==> config.mk <==
export PLATFORM = sky130hd
export DESIGN_NAME = roulette_spinner_flat
export DESIGN_NICKNAME = d
export VERILOG_FILES = /design/src/rtl/roulette_spinner_pkg.sv /design/src/rtl/roulette_spinner_if.sv /design/src/rtl/roulette_spinner_lfsr.sv /design/src/rtl/roulette_spinner.sv /design/src/flat_wrapper.sv
export SDC_FILE = /design/constraint.sdc
export NUM_CORES = 1
export LEC_CHECK = 0
export CAP_MARGIN = 20
export CORE_MARGIN = 2
export CORE_UTILIZATION = 56
export DETAILED_ROUTE_END_ITERATION = 16
export PLACE_DENSITY = 0.77
export SLEW_MARGIN = 10
export SYNTH_ARGS = -nofsm -noshare
export SYNTH_HDL_FRONTEND = slang
export SYNTH_SLANG_ARGS = --single-unit
export TNS_END_PERCENT = 20
==> constraint.sdc <==
create_clock -name Clock -period 2.5 [get_ports Clock]
set_input_delay 0.375 -clock Clock [delete_from_list [all_inputs] [get_ports Clock]]
set_output_delay 0.375 -clock Clock [all_outputs]
set_load 0.005 [all_outputs]
==> src/rtl/roulette_spinner_pkg.sv <==
// Shared roulette definitions: spinner state encoding, number width and LFSR taps.
// Also used by the game FSM and the HEX decoder.
package roulette_pkg;

    localparam int NUM_W       = 5;
    localparam int LFSR_TAP_HI = 4;
    localparam int LFSR_TAP_LO = 2;

    localparam logic [NUM_W-1:0] LFSR_SAFE_SEED = 5'b00001;

    typedef enum logic [1:0] {
        SPN_IDLE = 2'b00,
        SPN_SPIN = 2'b01,
        SPN_DONE = 2'b10
    } spin_state_e;

    // Fibonacci step for x^5 + x^3 + 1; the all-zero state is never reached from a legal seed.
    function automatic logic [NUM_W-1:0] lfsrNext(input logic [NUM_W-1:0] cur);
        return {cur[NUM_W-2:0], cur[LFSR_TAP_HI] ^ cur[LFSR_TAP_LO]};
    endfunction

    function automatic logic [NUM_W-1:0] legalSeed(input logic [NUM_W-1:0] seed);
        return (seed == '0) ? LFSR_SAFE_SEED : seed;
    endfunction

endpackage

==> src/rtl/roulette_spinner_if.sv <==
// Spin request and result bundle between the roulette spinner and its consumers.
interface roulette_spinner_if;
    import roulette_pkg::*;

    logic             spin;
    logic [NUM_W-1:0] randnum;
    logic             rand_valid;
    logic             busy;
    logic [NUM_W-1:0] spin_display;

    modport master (
        output spin,
        input  randnum,
        input  rand_valid,
        input  busy,
        input  spin_display
    );

    modport slave (
        input  spin,
        output randnum,
        output rand_valid,
        output busy,
        output spin_display
    );

endinterface

==> src/rtl/roulette_spinner_lfsr.sv <==
// Free-running 5-bit maximal-length LFSR; advances every cycle regardless of spinner state.
module roulette_lfsr
    import roulette_pkg::*;
#(
    parameter logic [NUM_W-1:0] SEED = 5'b00001
) (
    input  logic             Clock,
    input  logic             reset,
    output logic [NUM_W-1:0] q
);

    // A zero seed would lock the register at zero forever.
    localparam logic [NUM_W-1:0] SEED_EFF = legalSeed(SEED);

    logic [NUM_W-1:0] q_q;
    logic [NUM_W-1:0] q_d;

    assign q_d = lfsrNext(q_q);

    always_ff @(posedge Clock or posedge reset) begin
        if (reset) begin
            q_q <= SEED_EFF;
        end else begin
            q_q <= q_d;
        end
    end

    assign q = q_q;

endmodule

==> src/rtl/roulette_spinner.sv <==
// Roulette number source: a spin press runs the wheel for SPIN_CYCLES clocks, then
// latches the LFSR value as a stable 1..31 result until the next press.
module roulette_spinner
    import roulette_pkg::*;
#(
    parameter logic [NUM_W-1:0] SEED        = 5'b00001,
    parameter logic [31:0]      SPIN_CYCLES = 32'd50_000_000,
    parameter logic [31:0]      TICK_DIV    = 32'd2_500_000
) (
    input  logic               Clock,
    input  logic               reset,
    roulette_spinner_if.slave  bus
);

    spin_state_e      state_q;
    logic             spin_q;
    logic [31:0]      cnt_q;
    logic [31:0]      tick_q;
    logic [NUM_W-1:0] randnum_q;
    logic             randValid_q;
    logic             busy_q;
    logic [NUM_W-1:0] spinDisplay_q;
    logic [NUM_W-1:0] lfsr_q;
    logic             spinRise;

    roulette_lfsr #(
        .SEED (SEED)
    ) uLfsr (
        .Clock (Clock),
        .reset (reset),
        .q     (lfsr_q)
    );

    assign spinRise = bus.spin & ~spin_q;

    // Presses while spinning are ignored; a press in DONE withdraws the old result on the same edge.
    always_ff @(posedge Clock or posedge reset) begin
        if (reset) begin
            state_q       <= SPN_IDLE;
            spin_q        <= 1'b0;
            cnt_q         <= '0;
            tick_q        <= '0;
            randnum_q     <= '0;
            randValid_q   <= 1'b0;
            busy_q        <= 1'b0;
            spinDisplay_q <= '0;
        end else begin
            spin_q <= bus.spin;
            case (state_q)
                SPN_IDLE, SPN_DONE: begin
                    if (spinRise) begin
                        state_q     <= SPN_SPIN;
                        cnt_q       <= SPIN_CYCLES - 32'd1;
                        tick_q      <= TICK_DIV - 32'd1;
                        busy_q      <= 1'b1;
                        randValid_q <= 1'b0;
                    end
                end
                SPN_SPIN: begin
                    if (cnt_q == '0) begin
                        state_q       <= SPN_DONE;
                        randnum_q     <= lfsr_q;
                        spinDisplay_q <= lfsr_q;
                        randValid_q   <= 1'b1;
                        busy_q        <= 1'b0;
                    end else begin
                        cnt_q <= cnt_q - 32'd1;
                        if (tick_q == '0) begin
                            spinDisplay_q <= lfsr_q;
                            tick_q        <= TICK_DIV - 32'd1;
                        end else begin
                            tick_q <= tick_q - 32'd1;
                        end
                    end
                end
                default: begin
                    state_q <= SPN_IDLE;
                    busy_q  <= 1'b0;
                end
            endcase
        end
    end

    assign bus.randnum      = randnum_q;
    assign bus.rand_valid   = randValid_q;
    assign bus.busy         = busy_q;
    assign bus.spin_display = spinDisplay_q;

endmodule

==> src/flat_wrapper.sv <==
// flat-port wrapper written by rule: the top's interface ports become plain ports
module roulette_spinner_flat import roulette_pkg::*;
#(
    parameter logic [NUM_W-1:0] SEED        = 5'b00001,
    parameter logic [31:0]      SPIN_CYCLES = 32'd50_000_000,
    parameter logic [31:0]      TICK_DIV    = 32'd2_500_000
)
  (Clock, reset, bus_spin, bus_randnum, bus_rand_valid, bus_busy, bus_spin_display);
  roulette_spinner_if bus_i ();
  input  logic Clock;
  input  logic reset;
  input wire logic [$bits(bus_i.spin)-1:0] bus_spin;
  output wire logic [$bits(bus_i.randnum)-1:0] bus_randnum;
  output wire logic [$bits(bus_i.rand_valid)-1:0] bus_rand_valid;
  output wire logic [$bits(bus_i.busy)-1:0] bus_busy;
  output wire logic [$bits(bus_i.spin_display)-1:0] bus_spin_display;
  assign bus_i.spin = bus_spin;
  assign bus_randnum = bus_i.randnum;
  assign bus_rand_valid = bus_i.rand_valid;
  assign bus_busy = bus_i.busy;
  assign bus_spin_display = bus_i.spin_display;
  roulette_spinner #(.SEED(SEED), .SPIN_CYCLES(SPIN_CYCLES), .TICK_DIV(TICK_DIV)) u_core (.Clock(Clock), .reset(reset), .bus(bus_i));
endmodule
==> metrics.md, run 1 <==
| Metric | Value |
|---|---|
| Status | `finished, final reports clean` |
| Share of cells above drive strength 1 | `17.5%` |
| Area delta synth->final | `15.2%` |
| Synth area leaders | `dfrtp_1 (44%), o31ai_1 (3.1%), nand2_1 (3.0%)` |
| Mapped Area | `0.00464 mm^2` |
| Worst Tran Pin Value | `0.616 ns` |
| Die W | `95.0 um` |
| Final clock period utilization by the worst path | `95.2%` |
| Synth Flop Type | `dfrtp_1` |
| Count of hold-fix buffers inserted at cts | `0` |
| H-tree depth | `3` |
| CTS max path bufs | `2` |
| Distinct cell type count after synthesis | `64` |
| Final Setup Violations | `0` |
| Post-synthesis cell count | `487` |
| Row cnt | `33` |
| Initial Util | `57.0%` |
| WP data arrival | `2.65 ns` |
| I/O pin count | `15` |
| Clock Skew | `0.00851 ns` |
| Hold Crit Start | `u_core.uLfsr.q[1]` |
| Post-route setup TNS | `0 ns` |
| Area of the die | `0.00902 mm^2` |
| CTS buffer count | `9` |
| Fmax | `420 MHz` |
| HPWL Detailed | `7700 um` |
| Post-synth EDFFs | `0` |
| Lkg Pwr | `2.07 nW` |
| Final worst path period need | `2.38 ns` |
| First-pass GRT wire length | `19200 um` |
| Pwr/cell area | `660 mW/mm^2` |
| Worst relative slew slack | `58.8%` |
| CTS sink cnt | `83` |
| Worst min-delay path category | `reg2reg` |
| Top cell type by total area after synthesis | `dfrtp_1` |
| # diodes | `0` |
| Largest net degree at the start of global routing | `41` |
| Area share of the largest cell type after synthesis | `44.3%` |
| Worst vdd ir | `0.000498 V` |
| DRC | `0` |
| Syn_area_per_cell | `9.52 um^2` |
| DR pass1 iterations | `5` |
| Clock Pin Slew Worst Setup and Hold Paths | `0.09 ns` |
| GRT Util Overall | `27.4%` |
| # nets final | `526` |
| Antenna-violating nets left | `0` |
| Post-Syn Nets | `493` |
| Yosys warning count | `0` |
| Fin Hold WS | `0.416 ns` |
| Vias | `4165` |
| Async SR Flop Fraction | `100%` |
| # fillers | `625` |
| Buffers on Ports | `14` |
| Routed wire length | `11500 um` |
| Unrepaired setup endpoints after global routing | `no` |
| Crit. End Element | `flop` |
| Drt via density | `6.61` |
| Worst R2R Start | `u_core.tick_q[6]` |
| Wire length per cell | `18.3 um` |
| MaxCap Viol Count | `0` |
| Worst Path Required | `2.77 ns` |
| Final hold vios | `0` |
| Die Span Y | `95.0 um` |
| Vias in the first global route | `3867` |
| Max Slew Vio Count | `0` |
| DR iter-0 viols | `321` |
| Root buf cell | `clkbuf_8` |
| CP Class | `reg2reg` |
| Overflow after GRT | `0` |
| Synth Register Bits | `83` |
| Critical Path Source Type | `flop` |
| GP Congestion | `0.881` |
| Antenna violations before repair | `0` |
| Core Area | `0.00813 mm^2` |
| Clk_lat worst skew | `0.36 ns` |
| TritonCTS clock tree | `done` |
| Register area share after synthesis | `44.8%` |
| CP Max Fanout | `5` |
| Setup crit start | `u_core.tick_q[6]` |
==> metal layers <==
layer	GRT usage (%)	wire, um
met4	11.4	261
met2	41.5	5360
met3	4.39	595
met5	0	0
met1	39.2	5280
==> cell usage after synthesis, drive strengths merged, types with 4 or more instances <==
master / n
a211oi: 12
a21oi: 17
a31o: 4
a31oi: 10
a32oi: 14
and2: 5
and4: 10
buf: 11
clkbuf: 23
dfrtp: 82
inv: 21
mux2: 5
nand2: 38
nand2b: 5
nand3: 17
nand3b: 6
nand4: 15
nand4b: 4
nor2: 35
nor3: 21
nor4: 15
o21ai: 13
o22a: 4
o31ai: 19
or3: 10
or4: 18
or4b: 5
==> sequential cells by signal, summed over array words and instances, names as in the netlist <==
signal	count
u_core.spin_q	1
u_core.bus.spin_display	5
u_core.cnt_q	32
u_core.uLfsr.q	5
u_core.bus.randnum	5
u_core.tick_q	32
u_core.bus.rand_valid	1
u_core.state_q	2
==> through the flow <==
step	utilization [%]	setup slack (ns)	instance area, um^2	std cells	power (W)
2_1_floorplan	-	0.0782	4640	487	0.00225
3_3_place_gp	62.7	0.0794	5100	613	0.00255
3_5_place_dp	62.7	0.0278	5100	613	0.00260
4_1_cts	65.0	0.0299	5290	629	0.00350
5_1_grt	65.7	0.00319	5340	630	0.00371
6_report	65.7	0.120	5340	630	0.00353
==> report_power, final <==
| part | switching [W] | internal (W) |
|---|---|---|
| clock network | 0.000521 | 0.000399 |
| logic | 0.000567 | 0.000409 |
| registers | 0.000157 | 0.00147 |
==> path summary, 6_finish.rpt <==
check	end	slack, ns	cells past startpoint
max reg2reg	u_core.tick_q[15]	0.12	5
max	u_core.tick_q[15]	0.12	5
max in group asynchronous	u_core.tick_q[24]	1.53	3
min reg2reg	u_core.uLfsr.q[2]	0.42	0
min in group asynchronous	u_core.uLfsr.q[4]	0.43	2
min	u_core.uLfsr.q[2]	0.42	0
==> layout make-up <==
class	count	area (um^2)	share of cell area, %
clock buffers	10	138	2.58
clock inverters	6	48.8	0.914
inverters	21	82.6	1.55
multi-input cells	349	2360	44.3
flip-flops and latches	83	2080	38.9
well taps	105	131	2.46
repair buffers	56	497	9.30
==> cells by family (layout without fill, tap and decap cells) <==
logic type,Yosys count,count (layout),synth area share (%)
adder cells (fa/ha/maj),3,3,0.810
AND/OR/NAND/NOR,220,220,28.7
buffers and inverters,55,93,5.26
multiplexers,7,7,1.65
XOR/XNOR,3,3,0.567
flip-flops,83,83,44.8
AO/OA/AOI/OAI,116,116,18.2
==> cells in the final DEF, fill, tap and decap left out, drive strengths merged, types with 10 or more instances in the layout <==
cell / n
dfrtp: 82
buf: 42
nand2: 38
nor2: 35
inv: 22
nor3: 21
o31ai: 19
or4: 18
nand3: 17
a21oi: 17
nand4: 15
nor4: 15
a32oi: 14
clkdlybuf4s50: 14
o21ai: 13
a211oi: 12
and4: 10
clkbuf: 10
or3: 10
a31oi: 10
==> critical path, cell delays in order (launching register included) <==
cell and delay, ns:
dfrtp_1 0.42, or4_4 0.57, buf_4 0.18, or4_1 0.52
or3_1 0.35, o32ai_1 0.26
==> timing repair <==
action	CTS	global route
resized for setup	0	9
setup endpoints to repair	0	26
endpoints found under the hold margin	0	0
setup buffers	0	1
No activity file was read; power rests on OpenSTA's default activity.
==> run 2: changes to the inputs <==
--- a/config.mk
+++ b/config.mk
@@ -12,2 +12,3 @@
 export PLACE_DENSITY = 0.77
+export SKIP_CTS_REPAIR_TIMING = 1
 export SLEW_MARGIN = 10
--- a/constraint.sdc
+++ b/constraint.sdc
@@ -3,2 +3,2 @@
 set_output_delay 0.375 -clock Clock [all_outputs]
-set_load 0.005 [all_outputs]
+set_load 0.02 [all_outputs]
==> results of run 2 <==
The final DEF is identical to that of run 1. Status: finished, final reports clean.
==> edit 1, RTL diff (config.mk and constraints of run 1) <==
Change the package constant `NUM_W` from 5 to 7.
--- a/src/rtl/roulette_spinner_pkg.sv
+++ b/src/rtl/roulette_spinner_pkg.sv
@@ -4,3 +4,3 @@
 
-    localparam int NUM_W       = 5;
+    localparam int NUM_W       = 7;
     localparam int LFSR_TAP_HI = 4;
Interface: changed (resized bus_randnum and bus_spin_display); port bits go from 15 to 19. No check against the original RTL was run, so the function may have changed too.
==> edit 1 against run 1 <==
- the flow now finishes with violations (setup timing)
- via count decreased by 3.6%
- area after synthesis decreased by 5.7%
- maximum frequency decreased by 11%
- worst setup slack got worse by 0.30 ns
- clock skew increased by 0.0021 ns
- power increased by 3.4%
- clock power increased by 5.8%
- cell area increased by 8.4%
- synthesized cell count decreased by 9.4%
- sequential cell count increased by 6
- routed wire length increased by 1.6%
- critical path type unchanged
- critical endpoint is now u_core.cnt_q[27]$_DFFE_PP0P_
- largest cell class unchanged
==> edit 1: results (changes against run 1) <==
holdWs_ns: 0.386  # -0.0305 ns
ys_types: 57  # -11%
cts_resized: 35  # +35
finalSetupTns_ns: -2.91  # -2.91 ns
swShare_pct: 35.0  # -0.35 points
violations: "setup timing"
r2r_cells: 8  # +3
leakage_nw: 2.38  # +15%
critPathSlowestCell: "or4_4"
placed_cells: 611  # -0.33%
grt_max_degree: 46  # +12%
min_path_type: "in2async"
synth_common_cells: "dfrtp_1, nor2_1, nand2_1"
grt_usage_pct: 27.9  # +0.51 points
syn_nets: 447  # -9.3%
finClkSkew_ns: 0.0106  # +0.00211 ns
first_global_vias: 3968  # +2.6%
fillers: 497  # -20%
dp_slack_ns: -0.154  # -0.182 ns
ys_seq_area_share_pct: 51.0  # +6.2 points
post_cts_buffers: 7  # +7
drive_gt1_share_pct: 33.0  # +15 points
syn-mean-instance-area_um2: 9.91  # +4.1%
outcome: "finished with violations"
cpPeakStageDelay_ns: 0.55  # -0.02 ns
fin_ws_ns: -0.180  # -0.301 ns
wire_per_inst_um: 18.3  # +0.14%
drtIter0Drc: 381  # +19%
place.gp.congestion: 0.910  # +3.3%
slew_headroom_pct: 61.6  # +2.7 points
placed_area_um2: 5180  # +1.5%
grt_pass1_wl_mm: 18.9  # -1.5%
irDropWorstVdd_mv: 0.412  # -17%
via_per_inst: 6.29  # -4.9%
setup_viol: 51  # +51
dp_hpwl_mm: 7.20  # -6.4%
final_cells: 639  # +1.4%
num-nets-final: 538  # +2.3%
[edit 1: cell families after synthesis]
logic type | after synthesis | synth area share (%)
fa+ha+maj | 3 | 0.859
simple gates | 185 | 22.1
compound gates | 101 | 15.2
buf+inv | 27 | 2.72
mux | 16 | 4.09
flops | 89 | 51.0
xor+xnor | 20 | 4.01
[edit 1: final cells by class]
type | count | area [um2] | share of cell area (%)
multi-input cells | 326 | 2340 | 40.4
clock inverters | 7 | 66.3 | 1.15
repair buffers | 98 | 868 | 15.0
clock buffers | 9 | 124 | 2.14
inverters | 8 | 33.8 | 0.584
flip-flops and latches | 89 | 2230 | 38.5
well taps | 102 | 128 | 2.20
[edit 1: power groups by stage]
stage | logic [W] | registers (W) | clock network, W
3_5_place_dp | 0.000793 | 0.00171 | 0
4_1_cts | 0.000882 | 0.00169 | 0.000982
5_1_grt | 0.00107 | 0.00172 | 0.00104
6_report | 0.000978 | 0.00170 | 0.000973
2_1_floorplan | 0.000519 | 0.00168 | 0
3_3_place_gp | 0.000776 | 0.00170 | 0
[edit 1: how the worst max path moves through the flow]
stage	from	endpoint	slack, ns	depth (start not counted)
2_1_floorplan	u_core.cnt_q[14]$_DFFE_PP0P_	u_core.cnt_q[22]$_DFFE_PP0P_	-0.18	8
3_3_place_gp	u_core.cnt_q[16]$_DFFE_PP0P_	u_core.bus.randnum[5]$_DFFE_PP0P_	-0.1	7
3_5_place_dp	u_core.tick_q[16]$_DFFE_PP0P_	u_core.tick_q[5]$_DFFE_PP0P_	-0.15	6
4_1_cts	u_core.cnt_q[16]$_DFFE_PP0P_	u_core.cnt_q[30]$_DFFE_PP0P_	-0.12	7
5_1_grt	u_core.cnt_q[16]$_DFFE_PP0P_	u_core.cnt_q[27]$_DFFE_PP0P_	-0.25	8
6_report	u_core.cnt_q[16]$_DFFE_PP0P_	u_core.cnt_q[27]$_DFFE_PP0P_	-0.18	8
[edit 1: stage by stage]
stage | utilization, % | total power [W]
global placement | 67.8 | 0.00248
CTS | 72.9 | 0.00355
finish | 75.7 | 0.00365
floorplan | - | 0.00220
global route | 75.7 | 0.00383
detailed placement | 67.8 | 0.00250
[edit 1: worst register-to-register path, cell delays in order (launching register included)]
cell and delay (ns):
dfrtp_1 0.39, or4_4 0.54, or4_4 0.55, buf_4 0.19, nor2_1 0.13, o211ai_2 0.19, buf_4 0.20, or3_1 0.30
a21oi_1 0.14
[edit 1: routing by layer]
layer | vias up | global-route usage, % | wire (um)
li1 | 1810 | - | -
met1 | 1968 | 36.7 | 4840
met2 | 196 | 45.0 | 5720
met3 | 43 | 4.88 | 727
met4 | 0 | 13.4 | 402
met5 | - | 0 | 0
==> edit 2, RTL diff (config.mk and constraints of run 1) <==
Without the edit above. Re-encode `spin_state_e` (3 states) as one-hot, 3 bits wide.
--- a/src/rtl/roulette_spinner_pkg.sv
+++ b/src/rtl/roulette_spinner_pkg.sv
@@ -10,6 +10,6 @@
 
-    typedef enum logic [1:0] {
-        SPN_IDLE = 2'b00,
-        SPN_SPIN = 2'b01,
-        SPN_DONE = 2'b10
+    typedef enum logic [2:0] {
+        SPN_IDLE = 3'b001,
+        SPN_SPIN = 3'b010,
+        SPN_DONE = 3'b100
     } spin_state_e;
Formal check against the unedited RTL: same outputs for any inputs over 10 cycles, from zero or initial values and one cycle with reset high; not proved beyond that.
==> edit 2 against run 1 <==
- the run now ends with setup timing left
- hold slack lost 0.10 ns
- area after synthesis shrank 4.7%
- routed wire length grew 1.3%
- worst setup slack lost 0.27 ns
- cell area grew 8.7%
- non-clock buffer count grew 54
- sequential cell count grew 1
Power is not compared: it rests on default switching activity, and its combinational part moved more than twofold at a synthesized area within 25%.
==> edit 2: results (changes against run 1) <==
grt_usage_pct: 26.7  # -0.66 points
finClkSkew_ns: 0.0139  # +0.00534 ns
slew_headroom_pct: 58.4  # -0.41 points
cts_buffers: 9  # unchanged
clkTransAtPathRegs_ns: 0.10
via_per_inst: 6.14  # -7.1%
syn_to_final_growth_pct: 31.4
num-nets-final: 537  # +2.1%
n_antenna_cell: 0  # unchanged
yosys_warnings: 0  # unchanged
insertion_delay_ns: 0.39  # +0.03 ns
leakage_nw: 2.30
violations: "setup timing"
cts_root_buffer: "clkbuf_8"
cts_buffer_depth: 2  # unchanged
synth_area_leaders: "dfrtp_1, xnor2_1, or4_1, nor2_1, or3_1"
placed_cells: 606  # -1.1%
placed_area_um2: 5230  # +2.4%
syn_nets: 439  # -11%
ys_seq_area_share_pct: 47.6  # +2.8 points
postRouteAntennaNets: 0  # unchanged
r2r_cells: 8  # +3
fillers: 487  # -22%
grt_pass1_wl_mm: 18.1  # -5.7%
antenna_found_initial: 0  # unchanged
ys_async_sr_fraction_pct: 100  # unchanged
fin_ws_ns: -0.154  # -0.275 ns
dp_slack_ns: -0.464  # -0.492 ns
htree_levels: 3  # unchanged
syn_inst: 433  # -11%
irDropWorstVdd_mv: 0.278
dp_hpwl_mm: 7.19  # -6.6%
drtIter0Drc: 358  # +12%
port_buffers: 14  # unchanged
min_path_type: "in2async"
largestRegisters: "u_core.cnt_q: 32 flops, u_core.tick_q: 32 flops"
first_global_vias: 3815  # -1.3%
synth_common_cells: "dfrtp_1, nor2_1, xnor2_1"
critical_path_arrival_ns: 2.93  # +0.28 ns
outcome: "finished with violations"
vias: 3920  # -5.9%
drive_gt1_share_pct: 32.5  # +15 points
worst-path-max-fanout: 8  # +3
cpPeakStageDelay_ns: 0.54  # -0.03 ns
finalSetupTns_ns: -5.56  # -5.56 ns
setup_viol: 69  # +69
dr.pass1.iters: 6  # +1
critPathSlowestCell: "or4_4"
place.gp.congestion: 0.841  # -4.5%
grt_max_degree: 38  # -7.3%
ys_types: 53  # -17%
totalWireLength_mm: 11.6  # +1.3%
-- edit 2: changes by cell type after synthesis, sizes merged, moves of 12 or more --
cell            run 1  this run
a2111oi             0        12
clkbuf             23        10
inv                21         8
a32oi              14         0
xnor2               0        33
-- edit 2: cells by family (layout without fill, tap and decap cells) --
| group | after synthesis | after routing | share of synthesized area (%) |
|---|---|---|---|
| AO/OA/AOI/OAI | 85 | 85 | 14.5 |
| XOR/XNOR | 41 | 41 | 8.12 |
| adder cells (fa/ha/maj) | 3 | 3 | 0.849 |
| buffers and inverters | 31 | 134 | 3.65 |
| flip-flops | 84 | 84 | 47.6 |
| multiplexers | 11 | 11 | 3.20 |
| AND/OR/NAND/NOR | 178 | 178 | 22.1 |
-- edit 2: worst paths after layout --
path	end	from	slack (ns)
setup reg to reg	u_core.cnt_q[31]$_DFFE_PP0P_	u_core.cnt_q[15]$_DFFE_PP0P_	-0.15
setup / recovery	u_core.cnt_q[31]$_DFFE_PP0P_	u_core.cnt_q[15]$_DFFE_PP0P_	-0.15
min in group Clock	u_core.uLfsr.q[2]$_DFF_PP0_	u_core.uLfsr.q[1]$_DFF_PP0_	0.43
hold / removal	u_core.cnt_q[25]$_DFFE_PP0P_	reset	0.32
hold reg to reg	u_core.uLfsr.q[2]$_DFF_PP0_	u_core.uLfsr.q[1]$_DFF_PP0_	0.43
max in group asynchronous	u_core.cnt_q[6]$_DFFE_PP0P_	reset	1.54
-- edit 2: power by group --
| part | switching (W) | internal [W] | leakage [nW] |
|---|---|---|---|
| clock | 0.000609 | 0.000396 | 0.101 |
| combinational | 0.000193 | 0.000139 | 1.18 |
| sequential | 0.0000356 | 0.00139 | 1.01 |
-- edit 2: final cells by class --
class / count / share of cell area, %
clock buffers: 9 / 2.13
clock inverters: 7 / 1.27
inverters: 8 / 0.582
multi-input cells: 318 / 40.7
flip-flops and latches: 84 / 36.2
well taps: 102 / 2.20
repair buffers: 110 / 16.9
-- edit 2: critical path: cells and delay by family, from the launching register on --
kind	cells	cell delay [ns]
simple gates	4	1.39
flops	1	0.40
compound gates	1	0.31
buf+inv	2	0.27
xor+xnor	1	0.18
-- edit 2: layer usage --
| metal | global-route usage (%) | vias to the layer above | part of all wire, % |
|---|---|---|---|
| met5 | 0 | - | 0 |
| met4 | 11.9 | 0 | 2.4 |
| met3 | 3.82 | 34 | 4.8 |
| met2 | 43.0 | 138 | 49 |
| met1 | 36.1 | 1945 | 43 |
| li1 | - | 1803 | - |
-- edit 2: what timing repair did --
item	4_1_cts	5_1_grt
pin swaps	7	13
gates resized for setup	29	32
buffers inserted	8	8
cloned	1	0
setup endpoints to repair	70	75
